File: config.mk
export PLATFORM = sky130hd
export DESIGN_NAME = bram_port_arbiter
export DESIGN_NICKNAME = d
export VERILOG_FILES = /design/src/rtl/bram_port_arbiter.sv
export SDC_FILE = /design/constraint.sdc
export NUM_CORES = 1
export LEC_CHECK = 0
export ABC_AREA = 1
export CAP_MARGIN = 10
export CORE_MARGIN = 5
export CORE_UTILIZATION = 35
export CTS_CLUSTER_DIAMETER = 80
export CTS_CLUSTER_SIZE = 25
export DETAILED_ROUTE_END_ITERATION = 7
export PLACE_DENSITY = 0.88
export SLEW_MARGIN = 25
export SYNTH_ARGS = -nofsm -noshare
export SYNTH_HDL_FRONTEND = slang
export SYNTH_SLANG_ARGS = --single-unit
File: constraint.sdc
create_clock -name CLK_i -period 1.87 [get_ports CLK_i]
set_clock_uncertainty 0.1 [all_clocks]
set_input_delay 0.374 -clock CLK_i [delete_from_list [all_inputs] [get_ports CLK_i]]
set_output_delay 0.374 -clock CLK_i [all_outputs]
set_load 0.02 [all_outputs]
File: src/rtl/bram_port_arbiter.sv
// Round-robin arbiter sharing one BRAM2x18 half-port among NREQ requesters,
// with fixed two-cycle read return and an optional zero-fill sweep after reset.
module bram_port_arbiter #(
    parameter int NREQ           = 4,
    parameter int DATA_W         = 18,
    parameter int IDX_W          = 10,
    parameter int ADDR_SHIFT     = 4,
    parameter int CLEAR_ON_RESET = 1
) (
    input  logic                     CLK_i,
    input  logic                     RST_i,
    input  logic [NREQ-1:0]          REQ_VALID_i,
    output logic [NREQ-1:0]          REQ_READY_o,
    input  logic [NREQ-1:0]          REQ_WE_i,
    input  logic [NREQ-1:0]          REQ_LOCK_i,
    input  logic [NREQ*IDX_W-1:0]    REQ_IDX_i,
    input  logic [NREQ*DATA_W-1:0]   REQ_WDATA_i,
    input  logic [NREQ*2-1:0]        REQ_BE_i,
    output logic [NREQ-1:0]          RSP_VALID_o,
    output logic [DATA_W-1:0]        RSP_DATA_o,
    output logic                     BUSY_o,
    output logic [13:0]              ADDR_o,
    output logic [17:0]              WDATA_o,
    output logic                     REN_o,
    output logic                     WEN_o,
    output logic [1:0]               BE_o,
    input  logic [17:0]              RDATA_i
);

    localparam int PTR_W = (NREQ > 1) ? $clog2(NREQ) : 1;

    typedef enum logic {
        ST_CLEAR,
        ST_RUN
    } state_t;

    state_t            r_state;
    state_t            w_state_next;
    logic [IDX_W-1:0]  r_k;
    logic [IDX_W-1:0]  w_k_next;
    logic [PTR_W-1:0]  r_ptr;
    logic [PTR_W-1:0]  w_ptr_next;

    logic [13:0]       r_addr;
    logic [17:0]       r_wdata;
    logic              r_ren;
    logic              r_wen;
    logic [1:0]        r_be;
    logic [NREQ-1:0]   r_tag1;
    logic [NREQ-1:0]   r_tag2;

    logic [NREQ-1:0]   w_grant;
    logic [PTR_W-1:0]  w_gidx;
    logic              w_accept;
    logic              w_sel_we;
    logic [IDX_W-1:0]  w_sel_idx;
    logic [DATA_W-1:0] w_sel_wdata;
    logic [1:0]        w_sel_be;
    logic [17:0]       w_pack_wdata;
    logic [13:0]       w_cmd_addr;
    logic [13:0]       w_clear_addr;
    logic              w_clearing;
    logic              w_unused_rdata;

    logic [IDX_W-1:0]  w_idx_arr   [NREQ];
    logic [DATA_W-1:0] w_wdata_arr [NREQ];
    logic [1:0]        w_be_arr    [NREQ];

    generate
        for (genvar gi = 0; gi < NREQ; gi++) begin : g_unpack
            assign w_idx_arr[gi]   = REQ_IDX_i[gi*IDX_W +: IDX_W];
            assign w_wdata_arr[gi] = REQ_WDATA_i[gi*DATA_W +: DATA_W];
            assign w_be_arr[gi]    = REQ_BE_i[gi*2 +: 2];
        end
    endgenerate

    // Scan from the priority pointer upward; the first valid requester wins.
    always_comb begin
        int               v_pos;
        logic [PTR_W-1:0] v_n;
        logic             v_found;
        w_grant = '0;
        w_gidx  = '0;
        v_found = 1'b0;
        v_pos   = 0;
        v_n     = '0;
        if (r_state == ST_RUN && !RST_i) begin
            for (int i = 0; i < NREQ; i++) begin
                v_pos = (int'(r_ptr) + i) % NREQ;
                v_n   = PTR_W'(v_pos);
                if (!v_found && REQ_VALID_i[v_n]) begin
                    v_found = 1'b1;
                    w_gidx  = v_n;
                end
            end
            if (v_found) begin
                w_grant[w_gidx] = 1'b1;
            end
        end
    end

    assign w_accept    = |w_grant;
    assign w_sel_we    = REQ_WE_i[w_gidx];
    assign w_sel_idx   = w_idx_arr[w_gidx];
    assign w_sel_wdata = w_wdata_arr[w_gidx];
    assign w_sel_be    = w_be_arr[w_gidx];

    assign w_cmd_addr   = 14'({{14{1'b0}}, w_sel_idx} << ADDR_SHIFT);
    assign w_clear_addr = 14'({{14{1'b0}}, r_k} << ADDR_SHIFT);

    // 9-bit words keep their ninth bit in the parity lane of the low byte.
    generate
        if (DATA_W == 9) begin : g_pack9
            assign w_pack_wdata = {1'b0, w_sel_wdata[8], 8'h00, w_sel_wdata[7:0]};
            assign RSP_DATA_o   = {RDATA_i[16], RDATA_i[7:0]};
        end else begin : g_pack_lsb
            assign w_pack_wdata = 18'(w_sel_wdata);
            assign RSP_DATA_o   = RDATA_i[DATA_W-1:0];
        end
    endgenerate

    assign w_unused_rdata = &{1'b0, RDATA_i};

    always_comb begin
        w_state_next = r_state;
        w_k_next     = r_k;
        w_ptr_next   = r_ptr;
        case (r_state)
            ST_CLEAR: begin
                w_k_next = r_k + 1'b1;
                if (&r_k) begin
                    w_state_next = ST_RUN;
                    w_k_next     = '0;
                end
            end
            default: begin
                if (w_accept) begin
                    if (REQ_LOCK_i[w_gidx]) begin
                        w_ptr_next = w_gidx;
                    end else if (w_gidx == PTR_W'(NREQ - 1)) begin
                        w_ptr_next = '0;
                    end else begin
                        w_ptr_next = w_gidx + 1'b1;
                    end
                end
            end
        endcase
    end

    always_ff @(posedge CLK_i) begin
        if (RST_i) begin
            r_state <= (CLEAR_ON_RESET != 0) ? ST_CLEAR : ST_RUN;
            r_k     <= '0;
            r_ptr   <= '0;
            r_addr  <= '0;
            r_wdata <= '0;
            r_ren   <= 1'b0;
            r_wen   <= 1'b0;
            r_be    <= 2'b00;
            r_tag1  <= '0;
            r_tag2  <= '0;
        end else begin
            r_state <= w_state_next;
            r_k     <= w_k_next;
            r_ptr   <= w_ptr_next;
            r_tag1  <= (w_accept && !w_sel_we) ? w_grant : '0;
            r_tag2  <= r_tag1;
            if (w_accept) begin
                r_addr <= w_cmd_addr;
                r_ren  <= !w_sel_we;
                r_wen  <= w_sel_we;
                r_be   <= w_sel_we ? w_sel_be : 2'b00;
                if (w_sel_we) begin
                    r_wdata <= w_pack_wdata;
                end
            end else begin
                r_ren <= 1'b0;
                r_wen <= 1'b0;
                r_be  <= 2'b00;
            end
        end
    end

    // The sweep drives the port directly so its first write lands in the
    // very first cycle after reset is released.
    assign w_clearing  = (r_state == ST_CLEAR) && !RST_i;
    assign BUSY_o      = (r_state == ST_CLEAR);
    assign ADDR_o      = w_clearing ? w_clear_addr : r_addr;
    assign WDATA_o     = w_clearing ? 18'h0 : r_wdata;
    assign REN_o       = w_clearing ? 1'b0 : r_ren;
    assign WEN_o       = w_clearing | r_wen;
    assign BE_o        = w_clearing ? 2'b11 : r_be;
    assign REQ_READY_o = w_grant;
    assign RSP_VALID_o = r_tag2;

endmodule

; ---- After elaboration in Yosys (flattened, before gate mapping)
; Cells that the tools add are included.
; Widths: inputs -> output; s select.
[totals]
reg_bits = 53
inputBits = 152
out_inout_bits = 63
[op_classes]
n_addsub = 5
magnitude_cmp = 8
eq_ne = 1
mux = 48
bitwise_logic = 6
reduce_logical = 19
[op_table]
columns = op, count
row1 = $mux 18, 3
row2 = $bmux 18 s2, 1
row3 = $mux 10, 3
row4 = $mux 2, 11
row5 = $bmux 10 s2, 1
row6 = $lt 2x3->1 const B, 6
row7 = $mux 1, 18
row8 = $mux 14, 1
row9 = $bmux 1 s2, 6
row10 = $add 10x1->10 const B, 1
row11 = $reduce_and 10->1, 1
row12 = $mux 4, 2
row13 = $logic_and 1x1->1, 7
row14 = $logic_not 1->1, 5
row15 = $add 2x1->2 const B, 2
row16 = $add 2x2->2 const B, 2
row17 = $bmux 2 s2, 1
row18 = $not 1->1, 4
row19 = $reduce_and 2->1, 2
row20 = $reduce_or 2->1, 2
row21 = $reduce_or 4->1, 1
row22 = $ge 3x3->1 const B, 1
row23 = $not 2->3, 1
row24 = $reduce_or 3->1, 1
row25 = 4 further kinds, 4

; ---- Logic depth before layout (Yosys ltp)
[depth]
depth_word = 26
mapped_depth = 17
mapped_depth_nobuf = 16

; ---- Worst setup path after synthesis
; No wires, ideal clock.
[synth_timing]
kind = register -> output
start = register r_ptr[0]
end = output REQ_READY_o[2]
arrival_ns = 1.747
required_ns = 1.396
setup_slack_ns = -0.351
path_stages_with_launch = 12
path_buffers = 3
path_cell_list = dfxtp_1 > buf_4 > nand2_1 > nand3_2 > nand2_2 > nor2_2 > nand2_1 > nor2_1 > o21ai_1 > buf_2 > buf_2 > nor2_1
[synth_via]
elab_chain_cells = 22
elab_cells_between_ends = 37
cone_classes = add/sub: 3 / order compare: 2 / mux: 25 / reduce/logical: 7
[synth_lines]
columns = item, line
row1 = from (decl), 41  ; logic [PTR_W-1:0] r_ptr;
row2 = from (signal assigned), 165  ; r_ptr <= w_ptr_next;
row3 = $bmux 1 s2, 91  ; if (!v_found && REQ_VALID_i[v_n]) begin
row4 = $mux 1 (not written as such), 91
row5 = $mux 1, 91
row6 = $mux 1, 87  ; if (r_state == ST_RUN && !RST_i) begin
row7 = $logic_not 1->1, 91
row8 = $logic_and 1x1->1, 91
row9 = $mux 1, 91
row10 = $mux 1, 87
row11 = [... 6 more ...], -
row12 = $mux 2, 91
row13 = $mux 2, 87
row14 = $lt 2x3->1 (not written as such) / $ge 2x1->1 (equally long branches), 97  ; w_grant[w_gidx] = 1'b1;
row15 = $logic_and 1x1->1 (not written as such), 97
row16 = $mux 1 (not written as such), 97
row17 = $demux 1 s2, 97
row18 = $mux 4 (*), 96  ; if (v_found) begin
row19 = $mux 4 (*), 87
row20 = to (decl), 13  ; output logic [NREQ-1:0] REQ_READY_o,
; Mark *: on every way between the ends. The rest lies on a longest branch, timed or not. The select of a mux whose other input is x is not followed.

; ---- Worst setup path after layout
[layout_timing]
start = register r_ptr[0]
end = output REQ_READY_o[1]
; The elaborated chain is that of the path after synthesis.

==> results.md <==
* RSZ-0062 raised after global routing: true
* Synth cell types at 34
* Seq/Total Area, Yosys at 0.281
* Share of post-route cells with drive strength above 1 at 0.294
* Min-delay src: r_tag1[2]
* Final hold vios at 0
* Largest family of logic cells by synthesized area: simple AND/OR/NAND/NOR gates
* Reg2reg path depth at 17
* Clk slew on worst S/H paths at about 0.1 ns
* Register area at between 0.001 and 0.0015 mm2
* Placed wire-length estimate at about 10000 um
* Antenna Nets Post-Route at 0
* Final Max Tran Viols at 0
* Die Y at between 100 and 150 um
* P&R area growth vs syn at 83.7%
* Pin count of the biggest net entering global routing at 36
* Post-synthesis adder-cell area fraction at 0.00332
* Flop pwr share at 0.441
* Cells after DPL at approximately 960
* ANT cells at 0
* Leak at 3.22 nW
* Power Density at 372 mW/mm2
* Worst slack, placed at -1.04 ns
* Max-cap violations at 0
* Fmax at slightly above 400 MHz
* Slew HR at 0.669
* Post-layout instance count excluding filler cells at a little over 1000
* Clock Tree Root: clkbuf_8
* First-pass GRT wire length at roughly 22000 um
* Clock tree buffer depth at 2
* Core box area at around 0.011 mm2
* Ys Warns at 0
* Setup CP Type: flop to output port
* CP Max Fanout at 6
* Area after DPL at between 0.005 and 0.006 mm2
* Mux cell area share after synthesis at 0
* # clock sinks at between 50 and 60
* Final #Nets at a little over 1000
* Psw at between 600 and 700 uW
* Initial DRC count at 222
* R2R setup slack at -0.57 ns
* Switch share at 0.256
* Mapped Area at 0.00377 mm2
* R2r startpoint: r_ptr[0]
* XOR/XNOR share of the synthesized area at 0.00232
* Setup TNS at -21.22 ns
* Final instance area at 0.00693 mm2
* Violated checks: negative setup slack
* CP endpoint kind: output port
* Power share of the clock group at 0.318
* Post-Synth Simple-Gate Area at 0.392
* CTS Buf Count at 5
* Gate power share at 0.240
* CTS tree: yes
* Worst vdd ir at 0.298 mV
* Min Clock Period, post-route at between 2 and 2.5 ns
* Hold WC Path Type: flop to flop
* Tightest Pin Transition at around 0.49 ns
* Initial antenna violation count at 2
* Crit path from: r_ptr[0]
* Grt total ovfl at 0
* R2r endpoint: r_wdata[8]
* Final setup fails at 53
* Die area at between 0.01 and 0.015 mm2
* Vias in the first global route at about 4500
* Internal at ~1.9 mW
* Row Count at 38
* DIE WIDTH at between 100 and 150 um
* WHS Path Cells at 2
* FF+latch count, synth at 53
* Wirelength per Cell at about 16 um
* Worst path required time at ~1.4 ns
* Ports at around 220
* Tot GR Track Use at 0.207
* Final WL at 16500 um
* Tcrit/Tclk final at 1.32
* Routability cong. at 0.881
* 1st-pass router iterations at 5
* Compound-gate portion of the synthesized area at 0.156
* Total Power at approximately 2.6 mW
* Multi-input gate area at about 0.0026 mm2
* Initial cell density of the core at 0.353
* Detailed-route DRC error count at 0
* Hold worst-path end: RSP_VALID_o[2]
* Final worst slack at -0.600 ns
* Crit path DAT at ~2 ns
* Avg Synthesized Cell Area at a little under 6 um2
* H-tree Lvls at 2
* Worst-Skew Late Latency at ~0.31 ns
* Status: finished, violations left
* Via density at between 4 and 5
* Crit path launch type: flop
* Port bufs at 174
* Via count at approximately 4900
* Post-Syn Instances at around 650
* # fillers at approximately 880
==> stage by stage <==
stage	hold WS (ns)	util
floorplan	0.288	-
detailed placement	0.299	0.542
CTS	0.314	0.584
global route	0.333	0.648
finish	0.317	0.648
global placement	0.289	0.542
==> Yosys cell counts, drive strengths merged <==
library cell / number / area [um2]
o21a: 2 / 15.0
nor2: 140 / 531
buf: 42 / 279
nand2: 174 / 661
clkbuf: 14 / 52.6
nand3b: 1 / 7.51
conb: 1 / 3.75
nor3: 1 / 5.00
nand4: 6 / 37.5
ha: 1 / 12.5
nor4: 1 / 6.26
xor2: 1 / 8.76
o311ai: 1 / 8.76
o21ai: 59 / 295
o32ai: 3 / 26.3
inv: 77 / 289
o211ai: 25 / 188
and2: 1 / 6.26
or2: 11 / 68.8
dfxtp: 53 / 1060
a21oi: 9 / 45.0
nand3: 27 / 158
o41ai: 1 / 8.76
==> what timing repair did <==
| item | CTS | global route |
|---|---|---|
| hold buffers | 0 | 0 |
| endpoints found under the setup margin | 80 | 81 |
| pin swaps | 24 | 43 |
| gates resized for setup | 197 | 183 |
| buffers inserted | 13 | 14 |
| cloned | 6 | 13 |
==> power by group through the flow <==
| stage | combinational [mW] | sequential, mW | clock, mW |
|---|---|---|---|
| finish | 0.619 | 1.14 | 0.820 |
| global placement | 0.503 | 1.16 | 0 |
| global route | 0.661 | 1.14 | 0.883 |
| floorplan | 0.230 | 1.16 | 0 |
| CTS | 0.540 | 1.13 | 0.829 |
| detailed placement | 0.511 | 1.16 | 0 |
==> worst max path at each step <==
stage / depth (start not counted) / slack (ns) / to
after floorplan: 12 / -0.13 / REQ_READY_o[2]
after CTS: 13 / -0.50 / REQ_READY_o[0]
after global routing: 18 / -0.69 / r_wdata[3]
final: 12 / -0.60 / REQ_READY_o[1]
after detailed placement: 12 / -1.04 / REQ_READY_o[1]
after global placement: 12 / -0.98 / REQ_READY_o[1]
==> area by class of cell <==
| class | instances | area share |
|---|---|---|
| timing repair inverter | 3 | 0.00325 |
| multi-input combinational | 468 | 0.371 |
| sequential | 53 | 0.155 |
| timing repair buffer | 258 | 0.384 |
| inverter | 77 | 0.0440 |
| clock inverter | 3 | 0.00686 |
| tap | 140 | 0.0253 |
| clock buffer | 5 | 0.00993 |
==> routing by layer <==
metal | GRT usage | share of wire
met5 | 0 | 0.0016
met4 | 0.0705 | 0.025
met3 | 0.0483 | 0.063
met2 | 0.357 | 0.51
met1 | 0.254 | 0.40
==> worst max-delay path, cell delays in order, from the launching register on <==
cell and delay (ns):
dfxtp_4 0.41, buf_6 0.15, nand2_2 0.05, nand2_2 0.06, nand2_1 0.10, nand2_2 0.09, inv_2 0.08, nand3_2 0.09
nand2_4 0.09, nand3_4 0.16, buf_6 0.17, nor2_4 0.09, buf_6 0.13
==> registers in the layout (all words and copies together) (netlist names) <==
signal / flops
r_ren: 1
RSP_VALID_o: 4
r_k: 10
r_tag1: 4
r_be: 2
r_state: 1
r_addr: 10
r_ptr: 2
r_wen: 1
r_wdata: 18
==> cell usage in the layout (no fill, tap or decap), types with 6 or more instances in the layout <==
cell,count
o21ai_0,19
nand4_1,6
nand2_1,126
buf_12,9
nand3_1,18
nand2_2,31
nand3_2,6
nor2_4,13
nor2_1,114
a21oi_1,6
buf_4,51
o21ai_1,27
clkbuf_16,7
clkdlybuf4s50_1,132
o21ai_2,12
nor2_2,13
or2_0,6
inv_2,7
buf_6,29
o211ai_1,25
nand2_4,17
dfxtp_1,48
clkbuf_2,18
inv_1,66
==> cell families after synthesis <==
kind of cell | count (synthesis)
other | 1
buffers and inverters | 133
XOR/XNOR | 1
flip-flops | 53
adder cells (fa/ha/maj) | 1
AND/OR/NAND/NOR | 362
AO/OA/AOI/OAI | 100
No activity file was read; power rests on OpenSTA's default activity.
